### src/rtl/udma_stream_packer.sv
// udma_stream_packer: packs byte/halfword/word stream items into 32-bit
// little-endian words, flushes a byte-enabled partial word at end of
// transfer, aligns sot/eot framing to words and keeps a sticky error flag.
module udma_stream_packer #(
  parameter int DATA_WIDTH = 32
) (
  input  logic                  clk_i,
  input  logic                  rst_i,
  input  logic                  cmd_clr_i,
  input  logic [DATA_WIDTH-1:0] in_stream_data_i,
  input  logic [1:0]            in_stream_datasize_i,
  input  logic                  in_stream_valid_i,
  input  logic                  in_stream_sot_i,
  input  logic                  in_stream_eot_i,
  output logic                  in_stream_ready_o,
  output logic [DATA_WIDTH-1:0] out_data_o,
  output logic [3:0]            out_be_o,
  output logic                  out_valid_o,
  output logic                  out_sot_o,
  output logic                  out_eot_o,
  input  logic                  out_ready_i,
  output logic                  err_o
);

  // Lane arithmetic below assumes exactly four byte lanes per word.
  if (DATA_WIDTH != 32) begin : g_width_check
    $error("udma_stream_packer: only DATA_WIDTH = 32 is supported");
  end

  logic [63:0] buf_q, buf_d, buf_placed;
  logic [3:0]  cnt_q, cnt_d;
  logic        flush_q, flush_d;
  logic        sot_pend_q, sot_pend_d;
  logic        err_q, err_d;

  logic [2:0]  item_size;
  logic [3:0]  take;
  logic        accept;
  logic        fire;
  logic        word_valid;
  logic        illegal_size;

  // Item size in bytes; the reserved encoding carries no payload.
  always_comb begin
    item_size = 3'd0;
    case (in_stream_datasize_i)
      2'b00:   item_size = 3'd1;
      2'b01:   item_size = 3'd2;
      2'b10:   item_size = 3'd4;
      default: item_size = 3'd0;
    endcase
  end

  assign illegal_size      = (in_stream_datasize_i == 2'b11);
  assign in_stream_ready_o = !cmd_clr_i && !flush_q && (cnt_q <= 4'd4);
  assign accept            = in_stream_valid_i && in_stream_ready_o;
  assign word_valid        = (cnt_q >= 4'd4) || (flush_q && (cnt_q != 4'd0));
  assign fire              = word_valid && out_ready_i;
  assign take              = (cnt_q >= 4'd4) ? 4'd4 : cnt_q;

  // Each buffer lane picks up item byte (lane - cnt) when it falls inside
  // the accepted item; all other lanes keep their current contents.
  genvar gi;
  for (gi = 0; gi < 8; gi++) begin : g_lane
    logic [3:0] rel;
    logic       hit;
    assign rel = 4'(gi) - cnt_q;
    assign hit = accept && (4'(gi) >= cnt_q) && (rel < {1'b0, item_size});
    assign buf_placed[gi*8 +: 8] = hit ? in_stream_data_i[{rel[1:0], 3'b000} +: 8]
                                       : buf_q[gi*8 +: 8];
  end

  // Next-state: placement first, then the word shift-out of a fire.
  always_comb begin
    buf_d      = fire ? {32'd0, buf_placed[63:32]} : buf_placed;
    cnt_d      = cnt_q - (fire ? take : 4'd0) + (accept ? {1'b0, item_size} : 4'd0);
    sot_pend_d = sot_pend_q;
    if (accept && in_stream_sot_i && (cnt_q == 4'd0)) begin
      sot_pend_d = 1'b1;
    end else if (fire) begin
      sot_pend_d = 1'b0;
    end
    flush_d = flush_q;
    if (accept && in_stream_eot_i) begin
      flush_d = 1'b1;
    end else if (flush_q && (cnt_d == 4'd0)) begin
      flush_d = 1'b0;
    end
    err_d = err_q || (accept && (illegal_size || (in_stream_sot_i && (cnt_q != 4'd0))));
  end

  // State registers; clear has priority over normal updates.
  always_ff @(posedge clk_i or posedge rst_i) begin
    if (rst_i) begin
      buf_q      <= '0;
      cnt_q      <= '0;
      flush_q    <= 1'b0;
      sot_pend_q <= 1'b0;
      err_q      <= 1'b0;
    end else if (cmd_clr_i) begin
      buf_q      <= '0;
      cnt_q      <= '0;
      flush_q    <= 1'b0;
      sot_pend_q <= 1'b0;
      err_q      <= 1'b0;
    end else begin
      buf_q      <= buf_d;
      cnt_q      <= cnt_d;
      flush_q    <= flush_d;
      sot_pend_q <= sot_pend_d;
      err_q      <= err_d;
    end
  end

  assign out_valid_o = word_valid;
  assign out_data_o  = buf_q[31:0];
  assign out_be_o    = (cnt_q >= 4'd4) ? 4'hF : ((4'd1 << cnt_q[1:0]) - 4'd1);
  assign out_sot_o   = sot_pend_q;
  assign out_eot_o   = flush_q && (cnt_q <= 4'd4);
  assign err_o       = err_q;

endmodule

### config.mk
export PLATFORM = sky130hd
export DESIGN_NAME = udma_stream_packer
export DESIGN_NICKNAME = d
export VERILOG_FILES = /design/src/rtl/udma_stream_packer.sv
export SDC_FILE = /design/constraint.sdc
export NUM_CORES = 1
export LEC_CHECK = 0
export BUFFER_PORTS_ARGS = -buffer_cell sky130_fd_sc_hd__buf_2
export CAP_MARGIN = 30
export CORE_ASPECT_RATIO = 1.2
export CORE_MARGIN = 3
export CORE_UTILIZATION = 52
export CTS_CLUSTER_DIAMETER = 150
export CTS_CLUSTER_SIZE = 28
export DETAILED_ROUTE_END_ITERATION = 8
export GPL_ROUTABILITY_DRIVEN = 0
export PLACE_DENSITY = 0.81
export SYNTH_ARGS = -nofsm -noshare
export SYNTH_HDL_FRONTEND = slang
export SYNTH_SLANG_ARGS = --single-unit
export TNS_END_PERCENT = 1
### constraint.sdc
create_clock -name clk_i -period 4.3 [get_ports clk_i]
set_clock_uncertainty 0.1 [all_clocks]
set_input_delay 0.43 -clock clk_i [delete_from_list [all_inputs] [get_ports clk_i]]
set_output_delay 0.43 -clock clk_i [all_outputs]
set_load 0.05 [all_outputs]
==> run_results.csv, run 1 <==
group,metric,value,unit
outcome,status,"completed",
timing,slew_headroom,0.387,
grt,use_met2,0.392,
grt,grt_remaining_overflow,0,
yosys,ys_seq_elements,71,
route,ant_nets,0,
power_and_ir_drop,p_per_area,536,nW/um^2
layout,final_common_cell,"buf_2",
clock_network,cts_num_sinks,71,
die,dieArea,10800,um^2
clock_network,cts_setup_buffers,0,
timing,layout_min_cycle_time,4060,ps
critical_path,endpoint_kind,"flip-flop",
yosys,syn_avg_cell_area,11.5,um^2
clock_network,cts_tree,"yes",
clock_network,clk_pin_slew,80,ps
critical_path,startpoint,"cnt_q[3]",
yosys,yosys.area.top_type,"dfrtp_1",
grt,track_usage,0.245,
route,drt_iter0_markers,287,
grt,grt_use_met3,0.0492,
yosys,netlist_instances,434,
power_and_ir_drop,power,2970,uW
timing,hold_violations,0,
power_and_ir_drop,p_leak,0.00258,uW
layout,final_cells,607,
layout,syn_to_final_growth,11.4,%
yosys,ys_types,44,
critical_path,reg2reg_from,"cnt_q[3]",
clock_network,clk_latency,350,ps
critical_path,cp.arrival,4220,ps
yosys,ys.flop_type,"dfrtp_1",
grt,grt_pass1_vias,3916,
die,start_util,0.542,
route,viasPerCell,6.23,
critical_path,timing.rr.end,"flush_q",
layout,fill_cells,751,
route,drtPass1Iterations,4,
place,post_dp_cell_area,5280,um^2
clock_network,cts_root_buffer,"clkbuf_8",
route,wire_per_inst,20.3,um
place,hpwl,9210,um
clock_network,cts_max_level,3,
die,row_count,38,
timing,finalCritPeriodShare,0.945,
route,wl,12300,um
critical_path,crit_chain,"inv_1 > ha_1 > a21oi_1 > or4b_4 > or2_2 > fa_1 > inv_1 > ha_1 > a21o_1 > a21oi_1 > xnor2_1 > xnor2_1 > a221oi_1",
yosys,syn_nets,508,
flow_run,drv_cap,0,
critical_path,regToRegSetupSlack,240,ps
timing,rsz0062_at_grt,"no",
layout,diodes,0,
timing,setup_viol,0,
layout,final_layout_size_suffix_gt1_frac,0.314,
timing,final_max_slew_viol_count,0,
route,drc,0,
critical_path,worstPathRequired,4450,ps
place,place_inst,590,
place,port_buffers,81,
layout,post-route-cell-area,5540,um^2
power_and_ir_drop,vdd_drop_max,0.259,mV
grt,met1_usage,0.322,
timing,timing.setup.tns,0,ps
grt,grt_pass1_wl,20300,um
critical_path,crit_type,"flip-flop to flip-flop",
die,die_height,113,um
grt,grt-busiest-layer,"met2",
clock_network,cts_buffer_depth,2,
worst_hold_path,hold_path.class,"primary input to asynchronous set/reset pin",
yosys,synthTopCellsByArea,"dfrtp_1, mux4_2, mux2i_1",
critical_path,critPathMaxFanout,9,
layout,final_nets,556,
critical_path,crit_slowest_cell,"or4b_4",
yosys,synth-seq-area-share,0.357,
die,core_area,9180,um^2
grt,grt_max_degree,47,
layout,final_cell_mix,"buf_2, dfrtp_1, mux2i_1, nor2_1, mux4_2",
clock_network,cts_hold_buf,0,
critical_path,cp_slowest_stage_delay,580,ps
yosys,async_flop_share,1.00,
die,io_pins,82,
timing,worst_pin_slew,907,ps
layout,multiInputGateArea,2800,um^2
grt,antenna_found_initial,0,
layout,regArea,1780,um^2
clock_network,cts_buffers,9,
die,die_w,95.3,um
route,vias,3781,
timing,fmax,246,MHz
yosys,ys_warn_count,0,
critical_path,reg2regPathDepth,13,
yosys,synth.top_cell.area_share,0.357,
critical_path,startpoint_type,"flip-flop",
yosys,synth_edf_count,0,
yosys,syn_area,4980,um^2
cell usage after synthesis, types with 2 or more instances:
library cell   n
xor2_1         4
clkbuf_1      10
nor4_1         2
o2bb2ai_1     24
ha_1          30
dfrtp_1       71
fa_1           3
inv_1         18
buf_2          8
a21o_1         5
nor2_1        51
mux4_2        32
a221o_1        8
nor3_1         5
a2111oi_0      2
a21oi_1        9
a221oi_1       2
o21ai_0        5
or2_2          3
nand2_1        9
buf_1          5
buf_4         33
mux2i_1       56
a32oi_1        2
xnor2_1        6
nand2b_1       7
nor2b_1        7
what timing repair did:
action	4_1_cts	5_1_grt
resized for setup	0	1
hold endpoints to repair	0	0
setup endpoints to repair	0	1
worst max-delay path by stage:
| stage | end | slack [ps] | cells after the start |
|---|---|---|---|
| final | flush_q | 240 | 13 |
| after floorplan | flush_q | 100 | 15 |
| after global placement | flush_q | 360 | 13 |
| after global routing | flush_q | 10 | 13 |
| after detailed placement | flush_q | 150 | 13 |
| after CTS | flush_q | 140 | 13 |
power breakdown:
part           leakage, uW  internal [uW]  switching [uW]
Combinational      0.00148            496             988
Sequential        0.000979            768            76.5
Clock             0.000120            385             260
cells by family (layout without fill, tap and decap cells):
kind of cell	Yosys count	in the layout	synth area share
buffers and inverters	74	127	0.0827
flip-flops	71	71	0.357
adder cells (fa/ha/maj)	33	33	0.0875
AO/OA/AOI/OAI	64	64	0.107
XOR/XNOR	10	10	0.0176
multiplexers	88	88	0.257
AND/OR/NAND/NOR	94	94	0.0910
per-stage QoR:
stage	hold slack, ps	worst slack [ps]	utilization
6_report	10.2	236	0.604
5_1_grt	12.3	14.5	0.604
4_1_cts	218	137	0.601
3_5_place_dp	372	150	0.576
3_3_place_gp	369	355	0.576
2_1_floorplan	357	95.1	-
registers in the layout, indices dropped and copies added, names as in the netlist:
name       flops
buf_q         64
flush_q        1
out_sot_o      1
err_o          1
cnt_q          4
metal layers:
layer  routed length (um)  vias up
li1                     -     1658
met1                 4930     1919
met2                 6190      178
met3                  897       26
met4                  328        0
met5                    0        -
worst max-delay path, delay by kind of cell, from the launching register on:
| family | cells | cell delay (ps) |
|---|---|---|
| adder cells (fa/ha/maj) | 3 | 1060 |
| AO/OA/AOI/OAI | 4 | 790 |
| AND/OR/NAND/NOR | 2 | 910 |
| XOR/XNOR | 2 | 310 |
| flip-flops | 1 | 520 |
| buffers and inverters | 2 | 290 |
area by class of cell:
type / count / area share
multi-input cells: 289 / 0.506
flip-flops and latches: 71 / 0.321
repair buffers: 93 / 0.0917
well taps: 120 / 0.0271
clock buffers: 10 / 0.0230
clock inverters: 6 / 0.0196
inverters: 18 / 0.0122
Note: power is estimated with default switching activity, not from simulation.
==> inputs of run 2 (changes only) <==
==> config.mk (replaced) <==
export PLATFORM = sky130hd
export DESIGN_NAME = udma_stream_packer
export DESIGN_NICKNAME = d
export VERILOG_FILES = /design/src/rtl/udma_stream_packer.sv
export SDC_FILE = /design/constraint.sdc
export NUM_CORES = 1
export LEC_CHECK = 0
export CAP_MARGIN = 30
export CORE_ASPECT_RATIO = 1.2
export CORE_MARGIN = 3
export CORE_UTILIZATION = 55
export CTS_CLUSTER_DIAMETER = 150
export CTS_CLUSTER_SIZE = 28
export DETAILED_ROUTE_END_ITERATION = 8
export DONT_BUFFER_PORTS = 1
export GPL_ROUTABILITY_DRIVEN = 0
export PLACE_DENSITY = 0.77
export SYNTH_ARGS = -nofsm -noshare
export SYNTH_HDL_FRONTEND = slang
export SYNTH_SLANG_ARGS = --single-unit
export TNS_END_PERCENT = 1
==> run 2 against run 1 <==
Net effect:
- setup slack better by 140 ps
- clock power is 23% lower
- via count is 13% lower
- register-to-register slack improved by 140 ps
- clock-buffer cell count rose by 2
- flip-flop and latch count stayed put
- wire length fell by 9.3%
- final cell count decreased by 14%
- critical path type unchanged
- critical endpoint unchanged
==> run_results.csv, run 2 (synthesized netlist as in run 1, its figures left out) <==
group,metric,value,unit
outcome,status,"completed",
layout,final_common_cell,"dfrtp_1",
timing,finalCritPeriodShare,0.913,
layout,final_layout_size_suffix_gt1_frac,0.182,
layout,reg.largest.list,"buf_q (64), cnt_q (4)",
timing,layout_min_cycle_time,3920,ps
power_and_ir_drop,switching_share,0.466,
clock_network,cts_num_sinks,71,
critical_path,cp_slowest_stage_delay,560,ps
power_and_ir_drop,seqPwrFrac,0.417,
power_and_ir_drop,pwr-share-clk,0.185,
die,io_pins,82,
route,wl,11200,um
critical_path,critical-path-top-delay-family,"adder cells",
die,die_w,92.8,um
clock_network,cts_tree,"yes",
timing,hold_violations,0,
grt,grt_remaining_overflow,0,
timing,final_max_slew_viol_count,0,
die,core_area,8700,um^2
critical_path,cp.arrival,4080,ps
layout,syn_to_final_growth,2.06,%
critical_path,startpoint_type,"flip-flop",
grt,grt_pass1_wl,18300,um
critical_path,crit_chain,"inv_1 > ha_1 > a21oi_1 > or4b_4 > or2_2 > fa_1 > inv_1 > ha_1 > a21o_1 > a21oi_1 > xnor2_1 > xnor2_1 > a221oi_1",
critical_path,worstPathRequired,4460,ps
clock_network,cts_buffer_depth,2,
critical_path,crit_type,"flip-flop to flip-flop",
layout,diodes,0,
layout,final_cell_mix,"dfrtp_1, mux2i_1, nor2_1, mux4_2, ha_1",
clock_network,cts_buffers,9,
timing,layout_setup_ws,376,ps
route,viasPerCell,6.31,
power_and_ir_drop,p_leak,0.00218,uW
route,vias,3301,
timing,fmax,255,MHz
critical_path,crit_slowest_cell,"or4b_4",
die,die_height,110,um
timing,rsz0062_at_grt,"no",
power_and_ir_drop,pwr-share-comb,0.398,
power_and_ir_drop,vdd_drop_max,0.212,mV
power_and_ir_drop,power,2690,uW
route,wire_per_inst,21.4,um
timing,timing.setup.tns,0,ps
grt,grt_max_degree,43,
place,port_buffers,0,
layout,fill_cells,755,
timing,setup_viol,0,
grt,grt_pass1_vias,3491,
power_and_ir_drop,p_switching,1250,uW
critical_path,critPathMaxFanout,9,
timing,slew_headroom,0.412,
place,dp_slack,283,ps
critical_path,crit_buf_inv,2,
die,row_count,37,
clock_network,cts_max_level,3,
worst_hold_path,hold_path.class,"primary input to asynchronous set/reset pin",
route,drc,0,
layout,final_nets,476,
layout,top_register,"buf_q",
critical_path,endpoint_kind,"flip-flop",
power_and_ir_drop,internal_power,1440,uW
die,start_util,0.572,
grt,antenna_found_initial,0,
clock_network,cts_hold_buf,0,
timing,worst_pin_slew,878,ps
place,hpwl,8570,um
flow_run,drv_cap,0,
die,dieArea,10200,um^2
power_and_ir_drop,p_per_area,530,nW/um^2
clock_network,clk_pin_slew,80,ps
route,drt_iter0_markers,206,
layout,largest_reg_flops,64,
clock_network,cts_root_buffer,"clkbuf_8",
clock_network,clk_latency,350,ps
grt,track_usage,0.235,
route,ant_nets,0,
route,drtPass1Iterations,4,
[run 2: worst paths after layout]
| path | slack, ps | cells past startpoint | end | from |
|---|---|---|---|---|
| max | 380 | 13 | flush_q | cnt_q[3] |
| min | 20 | 1 | buf_q[24] | rst_i |
| max reg2reg | 380 | 13 | flush_q | cnt_q[3] |
| min reg2reg | 420 | 2 | buf_q[47] | buf_q[47] |
| max in group asynchronous | 3150 | 2 | buf_q[38] | rst_i |
| min in group clk_i | 30 | 1 | err_o | cmd_clr_i |
[run 2: through the flow]
step	hold WS [ps]	cell area (um^2)	cells	utilization
CTS	10.8	5070	523	0.583
global route	10.6	5080	523	0.584
detailed placement	401	4890	508	0.562
global placement	396	4890	508	0.562
finish	16.3	5080	523	0.584
floorplan	357	4980	434	-
[run 2: timing repair]
item,CTS,global route
setup endpoints to repair,0,1
resized for setup,0,1
setup buffers,0,0
[run 2: per-layer routing]
layer  vias to the layer above  wire (um)  global-route usage
li1                       1492          -                   -
met1                      1676       4630               0.299
met2                       117       5630               0.392
met3                        16        774              0.0631
met4                         0        174              0.0785
met5                         -          0                   0
[run 2: power by group through the flow]
| stage | clock network (uW) | logic (uW) | registers (uW) |
|---|---|---|---|
| floorplan | 0 | 1220 | 837 |
| global placement | 0 | 1040 | 1130 |
| detailed placement | 0 | 1070 | 1140 |
| CTS | 507 | 1070 | 1120 |
| global route | 538 | 1180 | 1140 |
| finish | 498 | 1070 | 1120 |
[run 2: worst register-to-register path: cells and delay by family (launching register included)]
kind,cells,cell delay [ps]
AO/OA/AOI/OAI,4,710
AND/OR/NAND/NOR,2,890
XOR/XNOR,2,270
adder cells (fa/ha/maj),3,1060
buffers and inverters,2,290
flip-flops,1,510
[run 2: final cells by class]
cell class,instances,area (um^2),share of cell area
Clock buffer,12,165,0.0325
Multi-Input combinational cell,289,2810,0.553
Timing Repair Buffer,13,97.6,0.0192
Inverter,18,67.6,0.0133
Clock inverter,3,17.5,0.00345
Tap cell,117,146,0.0288
Sequential cell,71,1780,0.350
==> inputs of run 3 (changes only) <==
--- a/config.mk
+++ b/config.mk
@@ -7,7 +7,6 @@
 export LEC_CHECK = 0
 export CAP_MARGIN = 30
 export CORE_ASPECT_RATIO = 1.2
-export CORE_MARGIN = 3
 export CORE_UTILIZATION = 55
 export CTS_CLUSTER_DIAMETER = 150
 export CTS_CLUSTER_SIZE = 28
==> run 3 against run 2 <==
Net effect:
- power rose by 2.1%
- combinational power is essentially flat
- die area is 7.8% lower
- clock power rose by 9.6%
- critical path type unchanged
- critical endpoint unchanged
- largest power group unchanged
==> run_results.csv, run 3 (synthesized netlist as in run 1, its figures left out) <==
group,metric,value,unit
timing,rsz0062_at_grt,"no",
grt,grt_pass1_wl,18400,um
route,routed-wl-met2,5820,um
route,viasPerCell,6.41,
power_and_ir_drop,switching_share,0.461,
clock_network,cts_hold_buf,1,
clock_network,clk_latency,360,ps
place,port_buffers,0,
timing,finalCritPeriodShare,0.909,
power_and_ir_drop,p_switching,1270,uW
clock_network,cts_buffer_depth,2,
route,wl,11500,um
route,drt_iter0_markers,173,
critical_path,startpoint,"cnt_q[3]",
clock_network,cts_root_buffer,"clkbuf_8",
critical_path,cp.arrival,4060,ps
grt,grt_pass1_vias,3570,
clock_network,cts_setup_buffers,0,
critical_path,crit_type,"flip-flop to flip-flop",
critical_path,timing.rr.end,"flush_q",
die,core_area,8660,um^2
power_and_ir_drop,p_leak,0.00220,uW
clock_network,cts_num_sinks,71,
timing,fmax,256,MHz
die,row_count,37,
timing,hold_violations,0,
critical_path,endpoint_kind,"flip-flop",
layout,syn_to_final_growth,2.89,%
layout,final_nets,478,
grt,grt_max_degree,43,
layout,top_register,"buf_q",
critical_path,crit_path_end,"flush_q",
place,place_inst,509,
power_and_ir_drop,p_per_area,537,nW/um^2
power_and_ir_drop,pwr-share-comb,0.393,
worst_hold_path,holdPathStages,1,
layout,reg.largest.list,"buf_q (64), cnt_q (4)",
die,start_util,0.575,
die,dieArea,9430,um^2
power_and_ir_drop,internal_power,1480,uW
die,io_pins,82,
layout,final_layout_size_suffix_gt1_frac,0.179,
power_and_ir_drop,pwr-share-clk,0.199,
outcome,status,"completed",
timing,setup_viol,0,
clock_network,clk_pin_slew,80,ps
grt,grt_remaining_overflow,0,
route,drc,0,
timing,timing.setup.tns,0,ps
critical_path,worstPathRequired,4450,ps
timing,layout_setup_ws,391,ps
layout,diodes,0,
clock_network,cts.repair.resized,0,
layout,largest_reg_flops,64,
layout,final_cell_mix,"dfrtp_1, mux2i_1, nor2_1, mux4_2, ha_1",
die,die_height,106,um
critical_path,regToRegSetupSlack,390,ps
layout,multiInputGateArea,2800,um^2
power_and_ir_drop,seqPwrFrac,0.409,
layout,final_common_cell,"dfrtp_1",
power_and_ir_drop,vdd_drop_max,0.202,mV
timing,worst_pin_slew,967,ps
layout,fill_cells,707,
route,wire_per_inst,21.9,um
timing,final_max_slew_viol_count,0,
grt,antenna_found_initial,0,
route,vias,3363,
critical_path,reg2reg_from,"cnt_q[3]",
critical_path,reg2regPathDepth,13,
place,dp_slack,422,ps
timing,slew_headroom,0.354,
grt,track_usage,0.269,
layout,final_cells,525,
clock_network,cts_tree,"yes",
route,drtPass1Iterations,4,
clock_network,cts_buffers,9,
critical_path,startpoint_type,"flip-flop",
route,top_layer,"met4",
clock_network,cts_max_level,3,
route,ant_nets,0,
layout,regArea,1780,um^2
route,wl_met1,4540,um
flow_run,drv_cap,0,
place,hpwl,8710,um
route,dr_wl_met3,743,um
die,die_w,88.8,um
worst_hold_path,hold_path.class,"primary input to flip-flop",
critical_path,critPathMaxFanout,9,
timing,layout_min_cycle_time,3910,ps
## run 3: cell count changes in the layout (fill, tap and decap cells not counted), sizes merged
cell and delta:
buf +1, bufinv +1, clkinv -1, dlygate4sd3 +1
## run 3: final cells by class
class                      instances  share of cell area
clock buffer                      12              0.0303
clock inverter                     3             0.00831
inverter                          18              0.0132
multi-input combinational        289               0.547
sequential                        71               0.347
tap                              117              0.0286
timing repair buffer              15              0.0249
## run 3: metrics by stage
| step | total power [uW] | utilization | instance area (um^2) | hold slack (ps) |
|---|---|---|---|---|
| 2_1_floorplan | 2060 | - | 4980 | 357 |
| 3_3_place_gp | 2180 | 0.565 | 4890 | 396 |
| 3_5_place_dp | 2210 | 0.567 | 4910 | 170 |
| 4_1_cts | 2760 | 0.591 | 5120 | 21.8 |
| 5_1_grt | 2890 | 0.591 | 5120 | 18.0 |
| 6_report | 2750 | 0.591 | 5120 | 27.0 |
## run 3: critical path: stages (launching register included)
cell      delay [ps]
dfrtp_1          510
inv_1            230
ha_1             220
a21oi_1          130
or4b_1           500
or2_2            320
fa_1             540
inv_1             60
ha_1             280
a21o_1           170
a21oi_1          190
xnor2_1          160
xnor2_1          110
a221oi_1         280
## run 3: how the worst min path moves through the flow
stage               startpoint   endpoint  slack (ps)
global route         cmd_clr_i  out_sot_o          20
CTS                  cmd_clr_i  out_sot_o          20
finish               cmd_clr_i  out_sot_o          30
floorplan             buf_q[0]   buf_q[0]         360
global placement     buf_q[40]  buf_q[40]         400
detailed placement       rst_i  out_sot_o         170
## run 3: power by group through the flow
| stage | clock network, uW | logic (uW) | registers [uW] |
|---|---|---|---|
| floorplan | 0 | 1220 | 837 |
| global route | 583 | 1170 | 1130 |
| CTS | 551 | 1080 | 1120 |
| finish | 546 | 1080 | 1120 |
| global placement | 0 | 1050 | 1130 |
| detailed placement | 0 | 1070 | 1140 |
## run 3: per-layer routing
metal / track usage / up-vias
li1: - / 1500
met1: 0.319 / 1736
met2: 0.451 / 104
met3: 0.0870 / 23
met4: 0.0979 / 0
met5: 0 / -
